--- src/rtl/chip_select_controller.sv ---
// chip_select_controller: sequences a 3-to-8 active-low chip-select decoder for 68000 bus cycles
// Ports:
//   clk, rst                    clock, asynchronous active-high reset
//   as_n, uds_n, lds_n, rw      CPU bus strobes and direction (1 = read)
//   addr_hi                     A23..A21, selects one of 8 regions
//   cfg_we, cfg_sel, cfg_wait,
//   cfg_en, cfg_wp              per-region configuration write port
//   cfg_rdata                   {en, wp, wait} of region cfg_sel (combinational)
//   dec_a, dec_e1_n, dec_e2_n,
//   dec_e3                      decoder select and enables (registered)
//   dtack_n, berr_n, busy       cycle termination and activity (registered)
module chip_select_controller #(
    parameter int WAIT_W       = 4,
    parameter int DEFAULT_WAIT = 2
) (
    input  logic              clk,
    input  logic              rst,
    input  logic              as_n,
    input  logic              uds_n,
    input  logic              lds_n,
    input  logic              rw,
    input  logic [2:0]        addr_hi,
    input  logic              cfg_we,
    input  logic [2:0]        cfg_sel,
    input  logic [WAIT_W-1:0] cfg_wait,
    input  logic              cfg_en,
    input  logic              cfg_wp,
    output logic [WAIT_W+1:0] cfg_rdata,
    output logic [2:0]        dec_a,
    output logic              dec_e1_n,
    output logic              dec_e2_n,
    output logic              dec_e3,
    output logic              dtack_n,
    output logic              berr_n,
    output logic              busy
);
    typedef enum logic [1:0] {IDLE, WAIT, ACK, BERR} state_t;
    state_t            state;
    logic [WAIT_W-1:0] count;
    logic [7:0]        en;
    logic [7:0]        wp;
    logic [WAIT_W-1:0] wt [8];
    logic              req;
    assign req       = !as_n && (!uds_n || !lds_n);
    assign cfg_rdata = {en[cfg_sel], wp[cfg_sel], wt[cfg_sel]};
    always_ff @(posedge clk or posedge rst) begin
        if (rst) begin
            en <= '1;
            wp <= '0;
            for (int i = 0; i < 8; i++) wt[i] <= WAIT_W'(DEFAULT_WAIT);
        end else if (cfg_we) begin
            en[cfg_sel] <= cfg_en;
            wp[cfg_sel] <= cfg_wp;
            wt[cfg_sel] <= cfg_wait;
        end
    end
    // a request on the same edge as a config write sees the pre-edge region values
    always_ff @(posedge clk or posedge rst) begin
        if (rst) begin
            state    <= IDLE;
            count    <= '0;
            dec_a    <= '0;
            dec_e1_n <= 1'b1;
            dec_e2_n <= 1'b1;
            dec_e3   <= 1'b0;
            dtack_n  <= 1'b1;
            berr_n   <= 1'b1;
            busy     <= 1'b0;
        end else begin
            case (state)
                IDLE: if (req) begin
                    busy <= 1'b1;
                    if (!en[addr_hi] || (wp[addr_hi] && !rw)) begin
                        state  <= BERR;
                        berr_n <= 1'b0;
                    end else begin
                        state    <= WAIT;
                        dec_a    <= addr_hi;
                        dec_e1_n <= 1'b0;
                        dec_e2_n <= 1'b0;
                        dec_e3   <= 1'b1;
                        count    <= wt[addr_hi];
                    end
                end
                WAIT: if (as_n) begin
                    state    <= IDLE;
                    busy     <= 1'b0;
                    dec_e1_n <= 1'b1;
                    dec_e2_n <= 1'b1;
                    dec_e3   <= 1'b0;
                    dtack_n  <= 1'b1;
                end else if (count != '0) begin
                    count <= count - 1'b1;
                end else begin
                    state   <= ACK;
                    dtack_n <= 1'b0;
                end
                ACK: if (as_n) begin
                    state    <= IDLE;
                    busy     <= 1'b0;
                    dec_e1_n <= 1'b1;
                    dec_e2_n <= 1'b1;
                    dec_e3   <= 1'b0;
                    dtack_n  <= 1'b1;
                end
                BERR: if (as_n) begin
                    state  <= IDLE;
                    busy   <= 1'b0;
                    berr_n <= 1'b1;
                end
                default: state <= IDLE;
            endcase
        end
    end
endmodule

--- config.mk ---
export PLATFORM = sky130hd
export DESIGN_NAME = chip_select_controller
export DESIGN_NICKNAME = d
export VERILOG_FILES = /design/src/rtl/chip_select_controller.sv
export SDC_FILE = /design/constraint.sdc
export NUM_CORES = 1
export LEC_CHECK = 0
export ABC_CLOCK_PERIOD_IN_PS = 3100
export CAP_MARGIN = 15
export CELL_PAD_IN_SITES_DETAIL_PLACEMENT = 0
export CELL_PAD_IN_SITES_GLOBAL_PLACEMENT = 1
export CORE_ASPECT_RATIO = 0.5
export CORE_UTILIZATION = 38
export CTS_CLUSTER_SIZE = 30
export DETAILED_ROUTE_END_ITERATION = 10
export PLACE_DENSITY_LB_ADDON = 0.05
export SETUP_SLACK_MARGIN = 0.5
export SYNTH_ARGS = -nofsm -noshare
export SYNTH_HDL_FRONTEND = slang
export SYNTH_SLANG_ARGS = --single-unit
--- constraint.sdc ---
create_clock -name clk -period 3.1 [get_ports clk]
set_clock_uncertainty 0.1 [all_clocks]
set_input_delay 0.465 -clock clk [delete_from_list [all_inputs] [get_ports clk]]
set_output_delay 0.465 -clock clk [all_outputs]
set_load 0.02 [all_outputs]
### After elaboration in Yosys (flattened, before gate mapping)

Cells that the tools add are included.

* mux-type cells: 48
* equality and inequality tests: 14
* reduce and logical (&&, ||, !) cells: 27
* $lt $le $gt $ge: 6
* add/subtract/negate cells: 1
* bitwise operators: 3

Operators by type and width (count)
* $mux 4: 9
* $bwmux 32: 1
* $bmux 4 s3: 2
* $bwmux 8: 2
* $mux 1: 16
* $ne 2x2->1 const B: 7
* $bmux 1 s3: 4
* $demux 4 s3: 1
* $mux 2: 5
* $pmux 1 s2: 5
* $reduce_and 3->1: 3
* $ge 4x4->1 const B: 2
* $lt 3x4->1 const B: 2
* $not 3->4: 2
* $pmux 4 s2: 1
* $reduce_and 4->1: 2
* $reduce_bool 2->1: 4
* $ne 2x1->1 const B: 3
* $pmux 2 s3: 1
* $logic_not 1->1: 5
* $reduce_and 5->1: 1
* $eq 2x2->1 const B: 2
* $logic_and 1x1->1: 4
* $lt 4x1->1 const B: 1
* 12 further kinds: 14

* register bits: 62
* input port bits: 19

### Logic depth before layout (Yosys ltp)

Gate-level depths: netlist (run 1).

* depth in word-level cells: 7
* mapped depth: 7
* mapped depth without buffers: 7

### Worst setup path before layout (run 1)

No wires, ideal clock.

* path kind: input -> output
* start point: in cfg_sel[1]
* end point: out cfg_rdata[4]
* path slack: 0.779 ns
* arrival: 1.756 ns
* stages on the path: 4
* cell sequence: clkbuf_1 buf_1 mux4_2 mux2_2

* longest elaborated chain between the ends: 2

Ends and longest elaborated chain
* from (decl): RTL line 24 `input logic [2:0] cfg_sel,`
* $bmux 1 s3: RTL line 45 `assign cfg_rdata = {en[cfg_sel], wp[cfg_sel], wt[cfg_sel]};`
* $mux 1 (not written as such): RTL line 45
* to (decl): RTL line 28 `output logic [WAIT_W+1:0] cfg_rdata,`

Every way passes these cells. The select of a mux whose other input is x is not followed.

### Final worst setup path (run 1)

* start point: in cfg_sel[0]
* end point: out cfg_rdata[0]

* longest elaborated chain between the ends: 4

Ends and longest elaborated chain (RTL line)
* $not 3->4 (not written as such): 45
* $bmux 4 s3: 45
* $mux 4 (not written as such) (2 in a row): 45

Every way passes these cells. The select of a mux whose other input is x is not followed.

==> reports/metrics.yaml, run 1 <==
clock_network:
  cts_buffer_depth: 2
  numCtsBuffers: 9
  cts_tree: "built"
  cts.hold.buffers_added: 0
  clockRootBuffer: "clkbuf_16"
  clkLatencyLatePin_ps: 340
  cts_max_level: 3
  post_cts_buffers: 0
  clock_sinks: 62
  clk_pin_slew_worst_paths_ps: 50
pwr:
  fin_total_pwr_uw: 3540
  cellPowerDensity_mw_per_mm2: 797
  comb_power_share_pct: 32.0
  leakage_uw: 0.00183
  seq_power_share_pct: 35.3
  intPower_uw: 2470
  clockPowerShare_pct: 32.7
  power.switching_uw: 1070
  peakVddDrop_mv: 0.364
  p_sw_share_pct: 30.2
floorplanning:
  num_io_pins: 34
  die_y_um: 69.6
  fp-row-count: 24
  die_area_mm2: 0.00954
  core_area_mm2: 0.00877
  die_w_um: 137
  start_util_pct: 39.6
final_layout:
  final_cell_count_no_fill: 423
  drive_above_1_share_pct: 47.7
  multi_input_area_mm2: 0.00179
  syn2layout_area_growth_pct: 28.0
  nets: 326
  num_antenna_cells: 0
  fill_cells: 780
  ff_latch_area_mm2: 0.00158
setup_path:
  worstPathRequired_ps: 2530
  cp_cell_sequence: "clkdlybuf4s15_2 -> buf_12 -> mux4_2 -> mux2_2 -> dlygate4sd2_1"
  cp_slowest_cell: "mux4_2"
  path_buf_inv: 3
  path_class: "primary input to output pin"
  worstSetupEndpointType: "output pin"
  cp_max_fo: 9
  setup.worst_path.start_class: "primary input"
  crit_family: "multiplexers"
  worstPathArrival_ps: 1970
  critPathMaxStageDelay_ps: 500
yosys:
  synth_edf_count: 0
  ys_async_sr_fraction_pct: 100
  synth_commonest_cells: "58 x mux2_2, 43 x dfrtp_1, 19 x dfstp_2, 19 x mux4_2"
  synth_area_mm2: 0.00347
  yosys-mux-area-fraction_pct: 34.3
  synth_simple_gate_area_share_pct: 7.65
  synth_compound_area_share_pct: 7.50
  synth_seq_area_share_pct: 45.4
  yosysTopAreaCell: "dfrtp_1"
  yosysMostFrequentCell: "mux2_2"
  synth_fa_ha_area_share_pct: 2.16
  synth_xor_area_share_pct: 0
  avgSynthCellArea_um2: 14.0
  syn-instance-count: 248
  synth_top_family_by_area: "multiplexers"
  ys_types: 43
  synthTopCellsByArea: "dfrtp_1 31%, mux2_2 19%, dfstp_2 14%"
  synth.top_cell.area_share_pct: 31.0
  syn_nets: 273
  ys_warn_count: 0
  ys.flop_type: "dfrtp_1"
  synth_seq_cells: 62
place:
  finalWeightedCongestion: 0.771
  post-dp-hpwl_um: 5950
  port_buffers: 33
  dpl.cell_count: 405
route:
  wl_met2_um: 3960
  ant_nets: 0
  top_layer: "met4"
  drt-pass1-iter-count: 4
  wl_um: 8550
  remaining_drc_errors: 0
  wl_per_cell_um: 20.2
  initialDrtViolationCount: 93
  dr_total_vias: 2322
  met3WireLength_um: 349
  met1_length_um: 4160
  routed_via_density: 5.49
grt:
  antenna_found_initial: 0
  grt_max_degree: 63
  grtUsageTotal_pct: 20.3
  grt_pass1_vias: 2440
  grt_pass1_wl_um: 13900
  gr-total-overflow: 0
worst_hold_path:
  hold_path_class: "flip-flop to flip-flop"
timing:
  worst_pin_slew_ps: 619
  period_needed_ps: 2540
  setup_viol: 0
  final_max_slew_viol_count: 0
  slew_headroom_pct: 58.7
  tns_ps: 0
  fmax_mhz: 394
  fin_crit_sh_pct: 81.9
  final-hold-violation-count: 0
  rsz0062_at_grt: "no"
flow_run:
  drv_cap: 0
run_status:
  status: "finished, final reports clean"
==> final timing paths <==
path	startpoint	to	slack, ps	depth (start not counted)
max	cfg_sel[0]	cfg_rdata[0]	560	5
max reg2reg	state[1]	count[1]	720	6
max in group asynchronous	rst	wt[9]	2170	3
min in group asynchronous	rst	dec_e3	410	3
min reg2reg	dtack_n	dtack_n	370	2
min	dtack_n	dtack_n	370	2
==> power by group through the flow <==
stage                     Sequential, µW  Combinational (µW)  Clock (µW)
after CTS                           1250                1150        1180
final                               1250                1130        1160
after global placement              1260                1130           0
after floorplan                     1260                 751           0
after global routing                1290                1230        1220
after detailed placement            1260                1150           0
==> state kept, by name (all words and copies together) (netlist names) <==
name and cells:
wp 8, en 8, dec_e3 1, dtack_n 1, state 2, busy 1
wt 32, dec_a 3, dec_e2_n 1, count 4, berr_n 1
==> through the flow <==
step	instance area, µm²	util (%)	hold slack (ps)	worst slack, ps
after floorplan	3470	-	388	779
after global placement	4050	46.2	355	49.7
after detailed placement	4050	46.2	366	21.7
after CTS	4450	50.8	375	501
after global routing	4440	50.6	399	505
final	4440	50.6	372	560
==> layout make-up <==
| type | count | share of cell area, % |
|---|---|---|
| multi-input combinational | 165 | 40.3 |
| sequential | 62 | 35.5 |
| timing repair buffer | 53 | 12.4 |
| clock buffer | 10 | 5.16 |
| tap | 117 | 3.30 |
| clock inverter | 6 | 2.51 |
| inverter | 10 | 0.845 |
==> cell families after synthesis <==
logic type	after synthesis
compound gates	32
fa+ha+maj	6
buf+inv	21
flops	62
mux	84
simple gates	43
==> cell usage in the layout, fill, tap and decap left out, types with 3 or more instances in the layout <==
cell and n:
buf_12 3, clkbuf_16 9, nand4b_1 5, a21oi_1 10, nand2_1 6, o22ai_1 3
buf_4 15, nand2b_1 7, ha_1 6, mux2i_1 4, clkdlybuf4s50_1 24, inv_1 9
mux4_2 19, nor2_1 5, nand3_1 4, mux2_2 58, dlygate4sd2_1 6, nor3_1 4
bufinv_16 3, dfrtp_1 43, dfstp_2 19
==> worst reg2reg max path: stages (launching register included) <==
cell and delay [ps]:
dfrtp_1 410, inv_1 110, ha_1 410, nand2b_1 210, nor3_1 510, a41o_4 210, mux2_4 300
==> layer usage <==
metal	up-vias	global-route usage (%)
met2	44	31.3
met5	-	0
li1	1074	-
met3	8	6.07
met1	1196	27.8
met4	0	5.13
==> repair_timing <==
item,in CTS,in global routing
cloned,2,0
resized for setup,13,2
setup endpoints to repair,7,2
Note: power is estimated with default switching activity, not from simulation.
==> run 2, diff against run 1 <==
--- a/config.mk
+++ b/config.mk
@@ -5,7 +5,7 @@
 export SDC_FILE = /design/constraint.sdc
 export NUM_CORES = 1
 export LEC_CHECK = 0
-export ABC_CLOCK_PERIOD_IN_PS = 3100
+export ABC_CLOCK_PERIOD_IN_PS = 2200
 export CAP_MARGIN = 15
 export CELL_PAD_IN_SITES_DETAIL_PLACEMENT = 0
 export CELL_PAD_IN_SITES_GLOBAL_PLACEMENT = 1
==> constraint.sdc (replaced) <==
create_clock -name clk -period 2.2 [get_ports clk]
set_clock_uncertainty 0.1 [all_clocks]
set_input_delay 0.33 -clock clk [delete_from_list [all_inputs] [get_ports clk]]
set_output_delay 0.33 -clock clk [all_outputs]
set_load 0.02 [all_outputs]
==> reports/metrics.yaml, run 2 (synthesis gave the netlist of run 1 again) <==
floorplanning:
  start_util_pct: 39.6  # unchanged
  die_area_mm2: 0.00954  # unchanged
  num_io_pins: 34  # unchanged
  die_w_um: 137  # unchanged
  core_area_mm2: 0.00877  # unchanged
  fp-row-count: 24  # unchanged
  die_y_um: 69.6  # unchanged
setup_path:
  cp_cell_sequence: "mux4_2 -> mux2_4 -> buf_6"
  critPathMaxStageDelay_ps: 490  # about the same
  path_depth: 3  # -2
  crit_end: "cfg_rdata[4]"
  worstSetupEndpointType: "output pin"
  crit_family: "multiplexers"
  r2r_setup_slack_ps: 210  # -510 ps
  worstPathArrival_ps: 1630  # -340 ps
  startpoint: "wp[6]"
  path_buf_inv: 1  # -2
  setup.worst_path.start_class: "flip-flop"
  worstPathRequired_ps: 1770  # -760 ps
  rr_endpoint: "count[1]"
  crit-reg2reg-launch: "en[0]"
  cp_slowest_cell: "mux4_2"
  r2r_cells: 5  # -1
  cp_max_fo: 2  # -7
  path_class: "flip-flop to output pin"
route:
  drt-pass1-iter-count: 4  # unchanged
  remaining_drc_errors: 0  # unchanged
  initialDrtViolationCount: 85  # -8.6%
  wl_um: 9270  # +8.4%
  wl_per_cell_um: 19.8  # -1.8%
  routed_via_density: 5.43  # -1.0%
  ant_nets: 0  # unchanged
  dr_total_vias: 2537  # +9.3%
final_layout:
  final_common_cell: "mux2_2"
  layout_common_cells: "52 x mux2_2, 49 x buf_4, 43 x dfrtp_1, 21 x mux4_2, 19 x dfstp_2"
  final_cell_count_no_fill: 467  # +10%
  nets: 370  # +13%
  drive_above_1_share_pct: 60.9  # +13 points
  syn2layout_area_growth_pct: 41.3
  largest_reg_flops: 32  # unchanged
  design_area_mm2: 0.00490  # +10%
  num_antenna_cells: 0  # unchanged
  largestRegisters: "wt: 32 flops, en: 8 flops, wp: 8 flops"
  largest-register: "wt"
clock_network:
  cts_max_level: 3  # unchanged
  clockRootBuffer: "clkbuf_16"
  clkLatencyLatePin_ps: 330  # about the same
  clock_sinks: 62  # unchanged
  numCtsBuffers: 9  # unchanged
  cts.hold.buffers_added: 0  # unchanged
  clk_pin_slew_worst_paths_ps: 50  # about the same
  cts_buffer_depth: 2  # unchanged
  cts_tree: "built"
timing:
  fin_crit_sh_pct: 93.6
  final_max_slew_viol_count: 0  # unchanged
  fmax_mhz: 486
  rsz0062_at_grt: "yes"
  setup_ws_ps: 141  # -419 ps
  period_needed_ps: 2060
  slew_headroom_pct: 62.0  # +3.2 points
  tns_ps: 0  # unchanged
  worst_pin_slew_ps: 569  # -49.8 ps
  final-hold-violation-count: 0  # unchanged
  setup_viol: 0  # unchanged
pwr:
  leakage_uw: 0.00208  # +14%
  cellPowerDensity_mw_per_mm2: 1050  # +32%
  peakVddDrop_mv: 0.436  # +20%
  fin_total_pwr_uw: 5160  # +46%
grt:
  gr-total-overflow: 0  # unchanged
  grtUsageTotal_pct: 22.3  # +2.1 points
  grt_pass1_wl_um: 15400  # +11%
  antenna_found_initial: 0  # unchanged
  grt_max_degree: 26  # -59%
  grt_pass1_vias: 2752  # +13%
place:
  dpl.cell_count: 434  # +7.2%
  post-dp-hpwl_um: 6340  # +6.6%
  finalWeightedCongestion: 0.790  # +2.4%
  dp_slack_ps: -628  # -650 ps
  placed_area_mm2: 0.00430  # +6.1%
  port_buffers: 33  # unchanged
worst_hold_path:
  hold_path_class: "primary input to asynchronous set/reset pin"
run_status:
  status: "finished, final reports clean"
flow_run:
  drv_cap: 0  # unchanged
## run 2: cell types whose count changed in the layout (fill, tap and decap cells not counted), sizes merged
cell,previous run,this run
buf,18,70
bufbuf,2,1
clkdlybuf4s50,24,13
inv,10,9
clkdlybuf4s15,1,2
bufinv,3,1
dlygate4sd2,6,11
clkinv,2,3
## run 2: power by group
group	total [µW]	switching, µW	internal [µW]	leakage [µW]
logic	1940	864	1080	0.00121
registers	1780	255	1520	0.000716
clock network	1430	503	932	0.000152
total	5160	1620	3530	0.00208
## run 2: metrics by stage
step | util (%) | hold WS (ps)
after floorplan | - | 342
after global placement | 49.0 | 359
after detailed placement | 49.0 | 366
after CTS | 55.4 | 311
after global routing | 55.9 | 338
final | 55.9 | 298
## run 2: per-layer routing
layer	part of all wire (%)	vias up	track usage, %
met2	47	56	33.8
li1	-	1155	-
met3	4.4	14	6.36
met5	0	-	0
met4	1.8	0	8.18
met1	47	1312	30.5
## run 2: cell type report
type / instances / area [µm²]
Clock buffer: 12 / 256
Clock inverter: 4 / 45.0
Fill cell: 744 / 3860
Inverter: 10 / 41.3
Multi-Input combinational cell: 165 / 1910
Sequential cell: 62 / 1580
Tap cell: 117 / 146
Timing Repair Buffer: 97 / 927
## run 2: repair_timing
action	in CTS	in global routing
gates cloned	2	0
pin swaps	11	5
setup endpoints to repair	43	18
buffers inserted	13	2
resized for setup	86	8
## run 2: worst min-delay path by stage
stage / start / end / slack (ps) / cells past startpoint
after CTS: rst / wp[6] / 310 / 2
after detailed placement: dtack_n / dtack_n / 370 / 2
after global routing: rst / dec_a[1] / 340 / 2
after floorplan: rst / busy / 340 / 1
final: rst / dec_a[1] / 300 / 2
after global placement: dtack_n / dtack_n / 360 / 2
==> edit, RTL diff (config.mk and constraints of run 2) <==
`WAIT_W`: 4 -> 3.
--- a/src/rtl/chip_select_controller.sv
+++ b/src/rtl/chip_select_controller.sv
@@ -12,3 +12,3 @@
 module chip_select_controller #(
-    parameter int WAIT_W       = 4,
+    parameter int WAIT_W       = 3,
     parameter int DEFAULT_WAIT = 2
Ports: changed (resized cfg_rdata and cfg_wait); port bits go from 34 to 32. No check against the original RTL was run, so the function may have changed too.
==> edit against run 2 <==
- via count down 16%
- final area down 14%
- worst hold slack worse by 0.16 ns
- worst setup slack better by 0.049 ns
- routed wire length down 20%
- power down 20%
- synthesized area down 14%
- sequential power down 14%
- register-to-register slack better by 0.06 ns
- sequential cell count down 9
- critical endpoint is now cfg_rdata[0]
- largest cell class unchanged
- highest routed layer unchanged
==> edit: results (changes against run 2) <==
clocking:
  clkLatencyLatePin_ns: 0.30  # -0.03 ns
  clkTransAtPathRegs_ns: 0.07  # +0.02 ns
  cts-resized-gates: 72  # -16%
  post-cts-setup-buffers: 15  # +2
  numCtsBuffers: 5  # -4
  htreeDepth: 2  # -1
timing:
  worst_pin_slew_ns: 0.413  # -0.156 ns
finish:
  signal_buffers: 90  # -7.2%
  nFillCells: 658  # -12%
  buffer_area_frac: 0.209  # +0.0202
  top_regs: "wt: 24 flops, en: 8 flops, wp: 8 flops"
  largest_reg_flops: 24  # -25%
  drive_above_1_share: 0.593  # -0.0156
  multi_input_comb_cells: 150  # -9.1%
  clkbuf_count: 7  # -5
detailed_routing:
  m1WireLength_um: 3750  # -14%
  num_vias: 2140  # -16%
  viasPerCell: 5.10  # -6.2%
  wl_met2_um: 3290  # -24%
  wire_per_inst_um: 17.6  # -12%
  drt_iter0_drc: 56  # -34%
die:
  dieArea_um2: 8270  # -13%
setup_path:
  crit_end: "cfg_rdata[0]"
  cp_max_fo: 3  # +1
  timing.rr.end: "dec_a[0]"
  reg2reg_slack_ns: 0.27  # +0.06 ns
  setup.worst_path.start: "wt[21]"
  max_stage_delay_ns: 0.45  # -0.04 ns
  rr_startpoint: "en[4]"
placed_design:
  hpwl_um: 5170  # -18%
  port_buffers: 31  # -6.1%
  gp_congestion: 0.846  # +7.2%
  dp.cells: 391  # -9.9%
outcome:
  status: "finished, final reports clean"
grt:
  first_global_vias: 2274  # -17%
  use_met1: 0.277  # -0.0277
  grt.total_usage: 0.199  # -0.0244
  grt_pass1_wl_um: 12100  # -21%
  met2_usage: 0.318  # -0.0201
pwr:
  p_leak_nw: 1.80  # -13%
  clkPwrFrac: 0.187  # -0.091
  switching_share: 0.330  # +0.0153
  max-vdd-ir-drop_v: 0.000343  # -21%
  p_int_mw: 2.76  # -22%
logic_synthesis:
  syn_nets: 249  # -8.8%
  seq_area_frac_synth: 0.451  # -0.00350
-- edit: changes by cell type after synthesis, moves of 4 or more --
| cell | change |
|---|---|
| mux2_2 | -9 |
| mux4_2 | -5 |
| nor2b_1 | +5 |
| dfrtp_1 | -9 |
| o21ai_0 | +6 |
| nand2b_1 | -4 |
| a21oi_1 | -5 |
-- edit: cells by family (layout without fill, tap and decap cells) --
family	after synthesis	in the layout	share of synthesized area
muxes	72	72	0.334
xor gates and xnor gates	1	1	0.00292
DFF	53	53	0.451
adders and majority gates	7	7	0.0292
and+or+nand+nor	43	43	0.0806
buffers and inverters	21	109	0.0351
AOI/OAI and AO/OA	27	27	0.0681
-- edit: through the flow --
step,setup WS [ns],hold WS (ns),cell area [um^2]
finish,0.190,0.138,4200
global route,0.154,0.161,4200
CTS,0.190,0.141,4130
detailed placement,-0.573,0.384,3760
global placement,-0.542,0.389,3760
floorplan,0.280,0.359,3050
